[config.mk]
export PLATFORM = sky130hd
export DESIGN_NAME = digit_serial_addsub
export DESIGN_NICKNAME = d
export VERILOG_FILES = /design/src/rtl/addsub_pkg.sv /design/src/rtl/chunk_adder.sv /design/src/rtl/digit_serial_addsub.sv
export SDC_FILE = /design/constraint.sdc
export NUM_CORES = 1
export LEC_CHECK = 0
export CAP_MARGIN = 0
export CORE_AREA = 2 2 85 87
export DETAILED_ROUTE_END_ITERATION = 6
export DIE_AREA = 0 0 87 89
export GPL_ROUTABILITY_DRIVEN = 0
export PLACE_DENSITY = 0.64
export SYNTH_ARGS = -nofsm -noshare
export SYNTH_HDL_FRONTEND = slang
export SYNTH_SLANG_ARGS = --single-unit
[constraint.sdc]
create_clock -name clk -period 3 [get_ports clk]
set_input_delay 0.6 -clock clk [delete_from_list [all_inputs] [get_ports clk]]
set_output_delay 0.6 -clock clk [all_outputs]
set_load 0.02 [all_outputs]
[src/rtl/addsub_pkg.sv]
// Shared definitions for the digit-serial adder/subtractor.
//   state_t  : FSM state encoding (ST_IDLE, ST_RUN, ST_DONE)
//   SEL_ADD / SEL_SUB : meaning of the sel input
//   clog2    : ceiling log2, used to size the chunk index counter
package addsub_pkg;

  typedef enum logic [1:0] {
    ST_IDLE = 2'd0,
    ST_RUN  = 2'd1,
    ST_DONE = 2'd2
  } state_t;

  localparam logic SEL_ADD = 1'b0;
  localparam logic SEL_SUB = 1'b1;

  // Ceiling log2; returns 0 for v <= 1, callers clamp to a minimum width.
  function automatic int clog2(input int v);
    int r;
    r = 0;
    while ((1 << r) < v) r++;
    return r;
  endfunction

endpackage

[src/rtl/chunk_adder.sv]
// Combinational ripple adder over one chunk of CHUNK bits.
//   a, b     : chunk operands
//   cin      : carry into bit 0
//   s        : chunk sum
//   cout     : carry out of bit CHUNK-1
//   c_msb_in : carry into bit CHUNK-1 (needed for signed overflow)
module chunk_adder #(
  parameter int CHUNK = 4
) (
  input  logic [CHUNK-1:0] a,
  input  logic [CHUNK-1:0] b,
  input  logic             cin,
  output logic [CHUNK-1:0] s,
  output logic             cout,
  output logic             c_msb_in
);

  logic [CHUNK:0] w_c;

  assign w_c[0] = cin;

  for (genvar gi = 0; gi < CHUNK; gi++) begin : g_fa
    assign s[gi]      = a[gi] ^ b[gi] ^ w_c[gi];
    assign w_c[gi+1]  = (a[gi] & b[gi]) | (w_c[gi] & (a[gi] ^ b[gi]));
  end

  assign cout     = w_c[CHUNK];
  assign c_msb_in = w_c[CHUNK-1];

endmodule

[src/rtl/digit_serial_addsub.sv]
// Digit-serial two's-complement adder/subtractor, CHUNK bits per clock,
// LSB chunk first, with the inter-chunk carry held in a register.
//   clk, reset : clock (rising edge) and asynchronous active-high reset
//   start      : request, accepted only in IDLE
//   sel        : 0 = x+y, 1 = x-y (captured with the operands)
//   x, y       : operands, captured when start is accepted
//   busy       : high in RUN and DONE
//   done       : one-cycle pulse, result/flags valid from this cycle
//   sum        : registered result
//   c_out      : carry out of MSB (subtract: 1 = no borrow)
//   overflow   : signed overflow
//   zero       : sum == 0
//   negative   : sum[WIDTH-1]
module digit_serial_addsub
  import addsub_pkg::*;
#(
  parameter int WIDTH = 12,
  parameter int CHUNK = 4
) (
  input  logic             clk,
  input  logic             reset,
  input  logic             start,
  input  logic             sel,
  input  logic [WIDTH-1:0] x,
  input  logic [WIDTH-1:0] y,
  output logic             busy,
  output logic             done,
  output logic [WIDTH-1:0] sum,
  output logic             c_out,
  output logic             overflow,
  output logic             zero,
  output logic             negative
);

  localparam int NCH   = WIDTH / CHUNK;
  // Keep the index at least 1 bit wide so NCH == 1 still elaborates.
  localparam int IDX_W = (NCH <= 1) ? 1 : clog2(NCH);
  localparam logic [IDX_W-1:0] LAST_IDX = IDX_W'(NCH - 1);

  state_t           r_state;
  state_t           w_state_next;
  logic [IDX_W-1:0] r_idx;
  logic             r_carry;
  logic [WIDTH-1:0] r_x;
  logic [WIDTH-1:0] r_y;
  logic [WIDTH-1:0] r_part;
  logic [WIDTH-1:0] r_sum;
  logic             r_c_out;
  logic             r_overflow;
  logic             r_zero;
  logic             r_negative;

  logic [CHUNK-1:0] w_a;
  logic [CHUNK-1:0] w_b;
  logic [CHUNK-1:0] w_s;
  logic             w_cout;
  logic             w_c_msb_in;
  logic [WIDTH-1:0] w_part_next;
  logic             w_last;

  chunk_adder #(.CHUNK(CHUNK)) u_chunk_adder (
    .a        (w_a),
    .b        (w_b),
    .cin      (r_carry),
    .s        (w_s),
    .cout     (w_cout),
    .c_msb_in (w_c_msb_in)
  );

  // Select the current chunk of each operand and merge the new chunk sum
  // into the partial result. On the final edge w_part_next is the full sum.
  always_comb begin
    w_a         = '0;
    w_b         = '0;
    w_part_next = r_part;
    for (int i = 0; i < NCH; i++) begin
      if (r_idx == IDX_W'(i)) begin
        w_a = r_x[i*CHUNK +: CHUNK];
        w_b = r_y[i*CHUNK +: CHUNK];
        w_part_next[i*CHUNK +: CHUNK] = w_s;
      end
    end
  end

  assign w_last = (r_state == ST_RUN) && (r_idx == LAST_IDX);

  always_comb begin
    w_state_next = r_state;
    case (r_state)
      ST_IDLE: if (start) w_state_next = ST_RUN;
      ST_RUN:  if (r_idx == LAST_IDX) w_state_next = ST_DONE;
      ST_DONE: w_state_next = ST_IDLE;
      default: w_state_next = ST_IDLE;
    endcase
  end

  always_ff @(posedge clk or posedge reset) begin
    if (reset) begin
      r_state    <= ST_IDLE;
      r_idx      <= '0;
      r_carry    <= 1'b0;
      r_x        <= '0;
      r_y        <= '0;
      r_part     <= '0;
      r_sum      <= '0;
      r_c_out    <= 1'b0;
      r_overflow <= 1'b0;
      r_zero     <= 1'b0;
      r_negative <= 1'b0;
    end else begin
      r_state <= w_state_next;
      if (r_state == ST_IDLE && start) begin
        // Subtract is x + ~y + 1: invert y here and seed the carry with 1.
        r_x     <= x;
        r_y     <= y ^ {WIDTH{sel}};
        r_carry <= (sel == SEL_SUB);
        r_idx   <= '0;
      end else if (r_state == ST_RUN) begin
        r_part  <= w_part_next;
        r_carry <= w_cout;
        r_idx   <= r_idx + 1'b1;
        if (w_last) begin
          r_sum      <= w_part_next;
          r_c_out    <= w_cout;
          r_overflow <= w_cout ^ w_c_msb_in;
          r_zero     <= (w_part_next == '0);
          r_negative <= w_part_next[WIDTH-1];
        end
      end
    end
  end

  assign busy     = (r_state == ST_RUN) || (r_state == ST_DONE);
  assign done     = (r_state == ST_DONE);
  assign sum      = r_sum;
  assign c_out    = r_c_out;
  assign overflow = r_overflow;
  assign zero     = r_zero;
  assign negative = r_negative;

endmodule
Word level (Yosys, flattened, before mapping)
Cells that the tools add are included.
{ "word_totals": {"register_bits": 57, "input_bits": 28} }
{ "op_classes": {"muxes": 16, "addsub": 1, "n_bitwise": 23, "reduce_logical": 10, "eq_ne": 6} }
{ "ops": {"columns": ["op", "count"], "rows": [
  ["two-way mux 4 bit", 9],
  ["zero test 12 bit", 1],
  ["bitwise XOR 12 bit", 1],
  ["bitwise XOR 1 bit", 9],
  ["bitwise AND 1 bit", 8],
  ["two-way mux 2 bit", 4],
  ["== test 2 x 1 -> 1 bit (second input constant)", 2],
  ["== test 2 bit (second input constant)", 2],
  ["zero test 2 bit", 2],
  ["OR 1 bit", 4],
  ["one-hot mux 2 bit (2 select lines)", 1],
  ["AND reduction 2 bit", 2],
  ["AND reduction 3 bit", 1],
  ["adder 2 x 1 -> 2 bit (second input constant)", 1],
  ["logical AND 1 bit", 2],
  ["two-way mux 1 bit", 2],
  ["inequality test 2 x 1 -> 1 bit (second input constant)", 1],
  ["inequality test 2 bit (second input constant)", 1],
  ["nonzero test 2 bit", 1],
  ["logical OR 1 bit", 1],
  ["NOT 1 bit", 1]
]} }

Longest topological paths before layout
Gate-level depths: netlist (run 1).
{ "depth": {"ltp_word": 15, "mapped_depth": 14, "ltp_nobuf": 13} }

Cells and area by module
Synthesis (run 1) repeated with hierarchy kept, for this count alone.
{ "hier_totals": {"cells_unflattened": 239, "hier_area_um2": 2600.0} }
{ "modules_own_cells": {"columns": ["module", "area_each_um2", "n_inst", "cells_each"], "rows": [
  ["digit_serial_addsub", 2489.9, 1, 227],
  ["chunk_adder", 110.1, 1, 12]
]} }

Worst setup path after synthesis (run 1)
OpenSTA, ideal clock, no wires.
{ "synth_timing": {"path_type": "register -> register", "from": "reg r_idx[0]", "to": "reg r_zero (netlist: zero)", "n_path_buf": 2, "stages_incl_launch_ff": 14, "required_time_ns": 2.933, "slack_ns": -0.307, "arrival_time_ns": 3.239, "period_less_slack_ns": 3.307, "setup_ns": 0.067, "cell_sequence": "dfrtp_1 -> ha_1 -> buf_4 -> buf_4 -> a22oi_1 -> o21ai_0 -> fa_1 -> inv_1 -> fa_1 -> inv_1 -> fa_1 -> fa_1 -> a2111oi_2 -> a32o_1"} }
{ "synth_via": {"elab_chain_cells": 14, "elab_cells_between_ends": 32, "classes_between": "eq/ne (2); mux (9); bitwise (17); reduce/logical (4)"} }
{ "synth_rtl": {"columns": ["element", "line_no", "rtl"], "rows": [
  ["start: declaration", "digit_serial_addsub.sv:42", "logic [IDX_W-1:0] r_idx;"],
  ["start signal: assignment", "digit_serial_addsub.sv:121", "r_idx <= r_idx + 1'b1;"],
  ["zero test 2 bit", "digit_serial_addsub.sv:77", "if (r_idx == IDX_W'(i)) begin"],
  ["two-way mux 4 bit (3 in series)", "digit_serial_addsub.sv:77", null],
  ["bitwise XOR 1 bit", "chunk_adder.sv:23, chunk_adder.sv:24", null],
  ["bitwise AND 1 bit", "chunk_adder.sv:24", "assign w_c[gi+1] = (a[gi] & b[gi]) | (w_c[gi] & (a[gi] ^ b[gi]));"],
  ["OR 1 bit", "chunk_adder.sv:24", null],
  ["bitwise AND 1 bit", "chunk_adder.sv:24", null],
  ["OR 1 bit", "chunk_adder.sv:24", null],
  ["bitwise AND 1 bit", "chunk_adder.sv:24", null],
  ["OR 1 bit", "chunk_adder.sv:24", null],
  ["bitwise XOR 1 bit", "chunk_adder.sv:23", "assign s[gi] = a[gi] ^ b[gi] ^ w_c[gi];"],
  ["two-way mux 4 bit", "digit_serial_addsub.sv:77", null],
  ["zero test 12 bit", "digit_serial_addsub.sv:126", "r_zero <= (w_part_next == '0);"],
  ["end signal: assignment", "digit_serial_addsub.sv:126", null],
  ["end: declaration", "digit_serial_addsub.sv:50", "logic r_zero;"]
]} }
Several ways; a longest one is shown, not always the timed one.
A chain may end at the register's enable or synchronous reset.

Worst setup path in the final report (run 1)
{ "layout_timing": {"from": "reg r_idx[1]", "to": "reg r_sum[11] (netlist: sum[11])"} }
{ "layout_via": {"elab_chain_cells": 13, "elab_cells_between_ends": 26, "classes_between": "eq/ne (2); mux (7); bitwise (14); reduce/logical (3)"} }
{ "layout_rtl": {"columns": ["element", "line_no", "rtl"], "rows": [
  ["zero test 2 bit", "digit_serial_addsub.sv:77", null],
  ["two-way mux 4 bit (3 in series)", "digit_serial_addsub.sv:77", null],
  ["bitwise XOR 1 bit", "chunk_adder.sv:24", null],
  ["bitwise AND 1 bit", "chunk_adder.sv:24", null],
  ["OR 1 bit", "chunk_adder.sv:24", null],
  ["bitwise AND 1 bit", "chunk_adder.sv:24", null],
  ["OR 1 bit", "chunk_adder.sv:24", null],
  ["bitwise AND 1 bit", "chunk_adder.sv:24", null],
  ["OR 1 bit", "chunk_adder.sv:24", null],
  ["bitwise XOR 1 bit", "chunk_adder.sv:23", null],
  ["two-way mux 4 bit", "digit_serial_addsub.sv:77", null],
  ["end signal: assignment", "digit_serial_addsub.sv:123", "r_sum <= w_part_next;"],
  ["end: declaration", "digit_serial_addsub.sv:47", "logic [WIDTH-1:0] r_sum;"]
]} }
Several ways; a longest one is shown, not always the timed one.

==> impl_results.html, run 1 <==
<table>
<tr><th>Metric</th><th>Value</th></tr>
<tr><th colspan="2">Finish</th></tr>
<tr><td>Area grow syn2layout</td><td>29.1%</td></tr>
<tr><td>Number of antenna diodes</td><td>0</td></tr>
<tr><td>Post-route core utilization</td><td>0.508</td></tr>
<tr><td>Post-layout nets</td><td>355</td></tr>
<tr><td>Final std cells w/o fill</td><td>397</td></tr>
<tr><td>Fraction of final layout cells with drive strength greater than 1</td><td>0.205</td></tr>
<tr><td>Summed area of non-filler cells in the final layout</td><td>about 3400 sq um</td></tr>
<tr><th colspan="2">Setup path</th></tr>
<tr><td>Maximum fanout encountered on the critical timing path</td><td>5</td></tr>
<tr><td>CP endpoint</td><td>sum[11]</td></tr>
<tr><td>Critical Path Source</td><td>r_idx[1]</td></tr>
<tr><td>Sequence of cells on the critical path</td><td>inv_2 &gt; ha_4 &gt; and3b_1 &gt; a21oi_2 &gt; o21ai_2 &gt; fa_2 &gt; inv_2 &gt; fa_2 &gt; inv_2 &gt; fa_2 &gt; fa_2 &gt; buf_6 &gt; mux2_4</td></tr>
<tr><td>RR Endpoint</td><td>sum[11]</td></tr>
<tr><td>Endpoint type of the worst setup path</td><td>register</td></tr>
<tr><td>Cell type with the highest occurrence count on the critical path</td><td>sky130_fd_sc_hd__fa_2</td></tr>
<tr><td>Worst r2r src</td><td>r_idx[1]</td></tr>
<tr><td>CP max stage cell</td><td>sky130_fd_sc_hd__fa_2</td></tr>
<tr><td>Crit path launch type</td><td>register</td></tr>
<tr><td>FF-to-FF path depth</td><td>13</td></tr>
<tr><td>Arrival time at the worst endpoint</td><td>roughly 3300 ps</td></tr>
<tr><td>Setup slack of the most critical reg-to-reg path</td><td>-50 ps</td></tr>
<tr><td>Crit Path Class</td><td>register to register</td></tr>
<tr><td>Required time at the worst-slack endpoint</td><td>3210 ps</td></tr>
<tr><td>CP max stage delay</td><td>roughly 510 ps</td></tr>
<tr><th colspan="2">Synthesis</th></tr>
<tr><td>Number of distinct standard cells referenced by the synthesized netlist</td><td>31</td></tr>
<tr><td>Library cell with the largest summed area after synthesis</td><td>sky130_fd_sc_hd__dfrtp_1</td></tr>
<tr><td>Most instantiated flip-flop cell in the synthesis netlist</td><td>sky130_fd_sc_hd__dfrtp_1</td></tr>
<tr><td>EDFF count, synth</td><td>0</td></tr>
<tr><td>Post-synthesis net count</td><td>300</td></tr>
<tr><td>Async set-or-reset flop fraction in the synthesized netlist</td><td>1.00</td></tr>
<tr><td>Total standard cell area after synthesis</td><td>2650 sq um</td></tr>
<tr><td>Top cells by area, synth</td><td>sky130_fd_sc_hd__dfrtp_1 49%, sky130_fd_sc_hd__nand2_1 8.8%, sky130_fd_sc_hd__o21ai_0 7.8%, sky130_fd_sc_hd__mux2_2 4.7%, sky130_fd_sc_hd__xnor2_1 4.6%</td></tr>
<tr><td>Most used standard cells in the synthesized netlist</td><td>62 x sky130_fd_sc_hd__nand2_1, 52 x sky130_fd_sc_hd__dfrtp_1, 41 x sky130_fd_sc_hd__o21ai_0</td></tr>
<tr><td>Sequential element share of the synthesized area</td><td>0.492</td></tr>
<tr><td>Synth Instances</td><td>261</td></tr>
<tr><td>Post-synthesis area per instance</td><td>~10 sq um</td></tr>
<tr><td>Dominant cell by count in the synthesized netlist</td><td>sky130_fd_sc_hd__nand2_1</td></tr>
<tr><td>Warning count from the yosys run</td><td>0</td></tr>
<tr><td>Number of flip-flops and latches in the synthesized netlist</td><td>52</td></tr>
<tr><td>Share of the synthesized area in the top cell type</td><td>0.492</td></tr>
<tr><th colspan="2">Floorplanning</th></tr>
<tr><td>Overall die height</td><td>89 um</td></tr>
<tr><td>Starting Density</td><td>0.394</td></tr>
<tr><td>Die area</td><td>~7700 sq um</td></tr>
<tr><td>Overall die width</td><td>just under 90 um</td></tr>
<tr><td>Top-Level Pins</td><td>46</td></tr>
<tr><td>Row Count</td><td>30</td></tr>
<tr><td>Core ar.</td><td>6720 sq um</td></tr>
<tr><th colspan="2">Status</th></tr>
<tr><td>Violations in the final reports</td><td>setup timing</td></tr>
<tr><td>Outcome</td><td>finished with violations</td></tr>
<tr><th colspan="2">Global route</th></tr>
<tr><td>Vias in the first global route</td><td>1,879</td></tr>
<tr><td>First-pass GRT wire length</td><td>8980 um</td></tr>
<tr><td>Antenna violations before repair</td><td>0</td></tr>
<tr><td>Pin count of the biggest net entering global routing</td><td>37</td></tr>
<tr><td>Aggregate global routing overflow</td><td>0</td></tr>
<tr><td>Total Routing Usage GR</td><td>0.152</td></tr>
<tr><th colspan="2">Timing</th></tr>
<tr><td>Number of max-slew violations in the final report</td><td>0</td></tr>
<tr><td>Final worst-path cycle share</td><td>1.02</td></tr>
<tr><td>Number of setup violations in the final report</td><td>6</td></tr>
<tr><td>Setup ws final</td><td>-52.8 ps</td></tr>
<tr><td>Transition time at the pin with the least slew margin</td><td>701 ps</td></tr>
<tr><td>Worst Clk Skew</td><td>roughly 11 ps</td></tr>
<tr><td>Final Hold Viols</td><td>0</td></tr>
<tr><td>Minimum period implied by the final worst setup slack</td><td>just over 3000 ps</td></tr>
<tr><td>Relative slew slack</td><td>0.531</td></tr>
<tr><td>Timing-limited maximum frequency</td><td>approximately 0.33 GHz</td></tr>
<tr><td>Setup repair after global routing missed its margin</td><td>true</td></tr>
<tr><th colspan="2">Routing</th></tr>
<tr><td>Vias per cell</td><td>4.90</td></tr>
<tr><td>Drt wl/cell</td><td>about 14 um</td></tr>
<tr><td>Final WL</td><td>~5400 um</td></tr>
<tr><td>Final antenna-violating net count</td><td>0</td></tr>
<tr><td>Via count of the routed design</td><td>1,944</td></tr>
<tr><td>DRC Markers</td><td>0</td></tr>
<tr><td>Iteration-0 DRC Markers</td><td>65</td></tr>
<tr><td>DR pass1 iterations</td><td>4</td></tr>
<tr><th colspan="2">Power and ir drop</th></tr>
<tr><td>VDD IR max</td><td>0.000421 V</td></tr>
<tr><td>Power Dens Cells</td><td>1180 nW/um^2</td></tr>
<tr><td>Leak Pwr</td><td>0.00152 uW</td></tr>
<tr><th colspan="2">Min path</th></tr>
<tr><td>Hold depth</td><td>2</td></tr>
<tr><td>HP Class</td><td>register to register</td></tr>
<tr><th colspan="2">Placed design</th></tr>
<tr><td>HPWL reported at the end of detailed placement</td><td>3890 um</td></tr>
<tr><td>Cell count after placement</td><td>385</td></tr>
<tr><td>Dpl cell area</td><td>approximately 3200 sq um</td></tr>
<tr><td>Input/output buffers</td><td>45</td></tr>
<tr><th colspan="2">Clocking</th></tr>
<tr><td>Count of hold buffers inserted by post-cts repair</td><td>0</td></tr>
<tr><td>Later-pin clock latency in the skew report</td><td>310 ps</td></tr>
<tr><td>Clock transition at the registers of the reported paths</td><td>100 ps</td></tr>
<tr><td>TritonCTS clock tree</td><td>done</td></tr>
<tr><td>Number of clock sinks seen by CTS</td><td>52</td></tr>
<tr><td>H-Tree Depth</td><td>2</td></tr>
<tr><td>CTS Buf Count</td><td>5</td></tr>
<tr><td>Clock root buffer</td><td>sky130_fd_sc_hd__clkbuf_8</td></tr>
<tr><td>Number of buffers on the longest clock path</td><td>2</td></tr>
<tr><th colspan="2">Job</th></tr>
<tr><td>Number of max-capacitance violations reported</td><td>0</td></tr>
</table>
[critical path: cells and delay by family, from the launching register on]
kind	cells	cell delay [ps]
and+or+nand+nor	1	180
DFF	1	390
muxes	1	260
buffers and inverters	4	340
AOI/OAI and AO/OA	2	200
adders and majority gates	5	1570
[report_power, final]
group	switching [uW]	internal [uW]	leakage, uW
registers	197	1030	0.000655
logic	1240	1150	0.000817
clock network	232	185	0.0000510
total	1670	2360	0.00152
[stage by stage]
stage | hold WS [ps] | TNS (ps) | setup slack [ps] | power [uW]
6_report | 483 | -205 | -52.8 | 4030
5_1_grt | 509 | -787 | -146 | 4360
4_1_cts | 485 | -18.6 | -16.0 | 3940
3_5_place_dp | 463 | -348 | -124 | 3380
3_3_place_gp | 458 | -86.3 | -60.9 | 3330
2_1_floorplan | 438 | -180 | -180 | 2710
[cell families after synthesis]
kind of cell,share of synthesized area
flops,0.492
fa+ha+maj,0.0634
buf+inv,0.0605
simple gates,0.137
xor+xnor,0.0464
mux,0.0809
compound gates,0.120
[final cells by class]
cell class	instances	area, sq um
flip-flops and latches	52	1300
repair buffers	65	608
fillers	622	3300
multi-input cells	182	1280
well taps	80	100
inverters	10	37.5
clock inverters	2	10.0
clock buffers	6	82.6
[routing by layer]
metal  vias to the layer above  share of wire  global-route usage
met3                         6          0.031              0.0369
met1                       924           0.46               0.192
met5                         -              0                   0
li1                        979              -                   -
met2                        35           0.49               0.255
met4                         0          0.015              0.0526
[placed cells by master (no fill, tap or decap), types with 2 or more instances in the layout]
master                            count
sky130_fd_sc_hd__mux2i_1              9
sky130_fd_sc_hd__inv_2                7
sky130_fd_sc_hd__dfrtp_1             52
sky130_fd_sc_hd__nor4_1               3
sky130_fd_sc_hd__clkinv_2             2
sky130_fd_sc_hd__xnor2_1             13
sky130_fd_sc_hd__clkbuf_8             6
sky130_fd_sc_hd__o21ai_2              2
sky130_fd_sc_hd__mux2_2              10
sky130_fd_sc_hd__buf_6                2
sky130_fd_sc_hd__buf_4               18
sky130_fd_sc_hd__a21oi_1              6
sky130_fd_sc_hd__fa_2                 4
sky130_fd_sc_hd__o21ai_0             37
sky130_fd_sc_hd__and3b_1              4
sky130_fd_sc_hd__ha_1                 4
sky130_fd_sc_hd__clkdlybuf4s50_1     45
sky130_fd_sc_hd__nand3b_1             2
sky130_fd_sc_hd__nor2_1               2
sky130_fd_sc_hd__inv_1                3
sky130_fd_sc_hd__ha_4                 2
sky130_fd_sc_hd__o21ai_1              4
sky130_fd_sc_hd__a21oi_2              3
sky130_fd_sc_hd__nand2_1             62
[state kept, by name (all words and copies together) (netlist names)]
signal / cells
r_carry: 1
r_idx: 2
r_y: 12
sum: 12
r_state: 2
overflow: 1
zero: 1
r_part: 8
r_x: 12
c_out: 1
[worst min-delay path by stage]
stage | slack [ps] | from | end
floorplan | 440 | r_x[2] | r_x[2]
global placement | 460 | r_x[9] | r_x[9]
detailed placement | 460 | r_x[2] | r_x[2]
CTS | 490 | r_x[2] | r_x[2]
global route | 510 | r_x[6] | r_x[6]
finish | 480 | r_x[2] | r_x[2]
[timing repair]
| action | 4_1_cts | 5_1_grt |
|---|---|---|
| setup buffers | 2 | 2 |
| pin swaps | 7 | 4 |
| resized for setup | 10 | 12 |
| setup endpoints to repair | 6 | 7 |
(Power assumes the default switching activity.)
==> run 2: changes to the inputs <==
CORE_AREA = 4 4 87 89   (was 2 2 85 87)
DIE_AREA = 0 0 91 93   (was 0 0 87 89)
==> impl_results.html, run 2 (synthesized netlist as in run 1, its figures left out) <==
<table>
<tr><th>Metric</th><th>Value</th></tr>
<tr><th colspan="2">Status</th></tr>
<tr><td>Outcome</td><td>finished with violations (unchanged)</td></tr>
<tr><td>Violations in the final reports</td><td>setup timing (unchanged)</td></tr>
<tr><th colspan="2">Floorplanning</th></tr>
<tr><td>Top-Level Pins</td><td>46 (unchanged)</td></tr>
<tr><td>Overall die width</td><td>91 um (was 87 um)</td></tr>
<tr><td>Starting Density</td><td>0.391 (was 0.394)</td></tr>
<tr><td>Row Count</td><td>30 (unchanged)</td></tr>
<tr><td>Die area</td><td>8460 sq um (was 7740 sq um)</td></tr>
<tr><td>Core ar.</td><td>6760 sq um (was 6720 sq um)</td></tr>
<tr><td>Overall die height</td><td>93 um (was 89 um)</td></tr>
<tr><th colspan="2">Clocking</th></tr>
<tr><td>TritonCTS clock tree</td><td>done (unchanged)</td></tr>
<tr><td>H-Tree Depth</td><td>2 (unchanged)</td></tr>
<tr><td>Number of clock sinks seen by CTS</td><td>52 (unchanged)</td></tr>
<tr><td>Clock root buffer</td><td>sky130_fd_sc_hd__clkbuf_8 (unchanged)</td></tr>
<tr><td>Number of buffers on the longest clock path</td><td>2 (unchanged)</td></tr>
<tr><td>Later-pin clock latency in the skew report</td><td>310 ps (about the same)</td></tr>
<tr><td>Clock transition at the registers of the reported paths</td><td>100 ps (about the same)</td></tr>
<tr><td>CTS Buf Count</td><td>5 (unchanged)</td></tr>
<tr><th colspan="2">Finish</th></tr>
<tr><td>Post-layout nets</td><td>354 (was 355)</td></tr>
<tr><td>Fill cell total of the finished layout</td><td>645 (was 622)</td></tr>
<tr><td>Fraction of final layout cells with drive strength greater than 1</td><td>0.190 (was 0.205)</td></tr>
<tr><td>Most common library cell in the layout ignoring fill and taps</td><td>sky130_fd_sc_hd__nand2_1 (unchanged)</td></tr>
<tr><td>Area grow syn2layout</td><td>29.1% (unchanged)</td></tr>
<tr><td>Final std cells w/o fill</td><td>396 (was 397)</td></tr>
<tr><td>Commonest non-fill, non-tap cells in the layout</td><td>62 x sky130_fd_sc_hd__nand2_1, 52 x sky130_fd_sc_hd__dfrtp_1, 45 x sky130_fd_sc_hd__clkdlybuf4s50_1 (unchanged)</td></tr>
<tr><td>Number of antenna diodes</td><td>0 (unchanged)</td></tr>
<tr><th colspan="2">Setup path</th></tr>
<tr><td>Maximum fanout encountered on the critical timing path</td><td>7 (was 5)</td></tr>
<tr><td>Cell type with the highest occurrence count on the critical path</td><td>sky130_fd_sc_hd__fa_2 (unchanged)</td></tr>
<tr><td>Sequence of cells on the critical path</td><td>buf_4 &gt; buf_4 &gt; ha_2 &gt; nand2_1 &gt; o21ai_2 &gt; fa_2 &gt; inv_2 &gt; fa_2 &gt; inv_2 &gt; fa_2 &gt; fa_2 &gt; a2111oi_4 &gt; a32o_1 (was inv_2 &gt; ha_4 &gt; and3b_1 &gt; a21oi_2 &gt; o21ai_2 &gt; fa_2 &gt; inv_2 &gt; fa_2 &gt; inv_2 &gt; fa_2 &gt; fa_2 &gt; buf_6 &gt; mux2_4)</td></tr>
<tr><td>CP max stage delay</td><td>470 ps (was 510 ps)</td></tr>
<tr><td>Arrival time at the worst endpoint</td><td>3300 ps (was 3260 ps)</td></tr>
<tr><td>Endpoint type of the worst setup path</td><td>register (unchanged)</td></tr>
<tr><td>Crit path launch type</td><td>register (unchanged)</td></tr>
<tr><td>Required time at the worst-slack endpoint</td><td>3260 ps (was 3210 ps)</td></tr>
<tr><td>FF-to-FF path depth</td><td>13 (unchanged)</td></tr>
<tr><td>Crit Path Class</td><td>register to register (unchanged)</td></tr>
<tr><td>CP max stage cell</td><td>sky130_fd_sc_hd__fa_2 (unchanged)</td></tr>
<tr><th colspan="2">Timing</th></tr>
<tr><td>Worst Clk Skew</td><td>8.99 ps (was 11.0 ps)</td></tr>
<tr><td>Transition time at the pin with the least slew margin</td><td>705 ps (was 701 ps)</td></tr>
<tr><td>Number of setup violations in the final report</td><td>5 (was 6)</td></tr>
<tr><td>Relative slew slack</td><td>0.529 (was 0.531)</td></tr>
<tr><td>Number of max-slew violations in the final report</td><td>0 (unchanged)</td></tr>
<tr><td>Final worst-path cycle share</td><td>1.01 (was 1.02)</td></tr>
<tr><td>Setup repair after global routing missed its margin</td><td>true (unchanged)</td></tr>
<tr><td>Final Hold Viols</td><td>0 (unchanged)</td></tr>
<tr><td>Timing-limited maximum frequency</td><td>0.329 GHz (was 0.328 GHz)</td></tr>
<tr><td>Minimum period implied by the final worst setup slack</td><td>3040 ps (was 3050 ps)</td></tr>
<tr><td>Setup ws final</td><td>-36.4 ps (was -52.8 ps)</td></tr>
<tr><th colspan="2">Placed design</th></tr>
<tr><td>HPWL reported at the end of detailed placement</td><td>3870 um (was 3890 um)</td></tr>
<tr><td>Setup WS pre-CTS</td><td>-152 ps (was -124 ps)</td></tr>
<tr><td>Input/output buffers</td><td>45 (unchanged)</td></tr>
<tr><td>Cell count after placement</td><td>384 (was 385)</td></tr>
<tr><th colspan="2">Routing</th></tr>
<tr><td>Vias per cell</td><td>4.73 (was 4.90)</td></tr>
<tr><td>DRC Markers</td><td>0 (unchanged)</td></tr>
<tr><td>Final antenna-violating net count</td><td>0 (unchanged)</td></tr>
<tr><td>Via count of the routed design</td><td>1,873 (was 1,944)</td></tr>
<tr><td>Drt wl/cell</td><td>13.5 um (was 13.7 um)</td></tr>
<tr><td>Final WL</td><td>5330 um (was 5440 um)</td></tr>
<tr><td>DR pass1 iterations</td><td>4 (unchanged)</td></tr>
<tr><td>Iteration-0 DRC Markers</td><td>68 (was 65)</td></tr>
<tr><th colspan="2">Power and ir drop</th></tr>
<tr><td>Combinational cell fraction of total power</td><td>0.581 (was 0.593)</td></tr>
<tr><td>Psw</td><td>1670 uW (about the same)</td></tr>
<tr><td>Flop pwr share</td><td>0.299 (was 0.303)</td></tr>
<tr><td>Part of the power in the clock network</td><td>0.120 (was 0.103)</td></tr>
<tr><td>VDD IR max</td><td>0.000374 V (was 0.000421 V)</td></tr>
<tr><td>Total power draw</td><td>4080 uW (was 4030 uW)</td></tr>
<tr><td>Leak Pwr</td><td>0.00152 uW (about the same)</td></tr>
<tr><td>Switching Fraction</td><td>0.408 (was 0.415)</td></tr>
<tr><td>Power Dens Cells</td><td>1190 nW/um^2 (was 1180 nW/um^2)</td></tr>
<tr><td>Power Internal</td><td>2410 uW (was 2360 uW)</td></tr>
<tr><th colspan="2">Job</th></tr>
<tr><td>Number of max-capacitance violations reported</td><td>0 (unchanged)</td></tr>
<tr><th colspan="2">Global route</th></tr>
<tr><td>Total Routing Usage GR</td><td>0.134 (was 0.152)</td></tr>
<tr><td>First-pass GRT wire length</td><td>9070 um (was 8980 um)</td></tr>
<tr><td>Vias in the first global route</td><td>1,920 (was 1,879)</td></tr>
<tr><td>Pin count of the biggest net entering global routing</td><td>53 (was 37)</td></tr>
<tr><td>Aggregate global routing overflow</td><td>0 (unchanged)</td></tr>
<tr><td>Antenna violations before repair</td><td>0 (unchanged)</td></tr>
<tr><th colspan="2">Min path</th></tr>
<tr><td>Hold depth</td><td>2 (unchanged)</td></tr>
<tr><td>HP Class</td><td>register to register (unchanged)</td></tr>
</table>
-- run 2: routing by layer --
layer | vias up | global-route usage | wire [um]
li1 | 971 | - | -
met1 | 862 | 0.173 | 2470
met2 | 34 | 0.224 | 2580
met3 | 6 | 0.0330 | 215
met4 | 0 | 0.0415 | 72
met5 | - | 0 | 0
-- run 2: cell type report --
cell class / count / area (sq um) / share of cell area
Clock buffer: 5 / 68.8 / 0.0201
Clock inverter: 3 / 46.3 / 0.0136
Inverter: 10 / 37.5 / 0.0110
Tap cell: 80 / 100 / 0.0293
Timing Repair Buffer: 64 / 604 / 0.177
Multi-Input combinational cell: 182 / 1260 / 0.368
Sequential cell: 52 / 1300 / 0.381
-- run 2: worst paths after layout --
check / startpoint / end / slack, ps
min reg2reg: r_y[3] / r_y[3] / 480
max: r_idx[1] / zero / -40
max in group asynchronous: reset / r_x[10] / 1800
max reg2reg: r_idx[1] / zero / -40
min in group asynchronous: reset / sum[4] / 770
min: r_y[3] / r_y[3] / 480
-- run 2: power groups by stage --
| stage | registers, uW | logic [uW] | clock network [uW] |
|---|---|---|---|
| finish | 1220 | 2370 | 490 |
| global route | 1260 | 2610 | 541 |
| CTS | 1220 | 2220 | 505 |
| detailed placement | 1230 | 2160 | 0 |
| global placement | 1230 | 2110 | 0 |
| floorplan | 1280 | 1420 | 0 |
-- run 2: timing repair --
item,4_1_cts,5_1_grt
setup endpoints to repair,6,6
gates resized for setup,8,11
cloned,0,0
endpoints found under the hold margin,0,0
hold buffers,0,0
setup buffers,1,3
pin swaps,7,2
-- run 2: worst max-delay path: cells and delay by family, from the launching register on --
family / cells / cell delay (ps)
adder cells (fa/ha/maj): 5 / 1570
AO/OA/AOI/OAI: 3 / 530
flip-flops: 1 / 410
buffers and inverters: 4 / 370
AND/OR/NAND/NOR: 1 / 90
-- run 2: through the flow --
stage / hold slack (ps) / area (sq um) / TNS (ps) / utilization
3_3_place_gp: 462 / 3200 / -53.8 / 0.474
5_1_grt: 517 / 3420 / -631 / 0.506
2_1_floorplan: 438 / 2680 / -180 / -
6_report: 483 / 3420 / -102 / 0.506
4_1_cts: 489 / 3360 / -9.85 / 0.497
3_5_place_dp: 467 / 3200 / -546 / 0.474
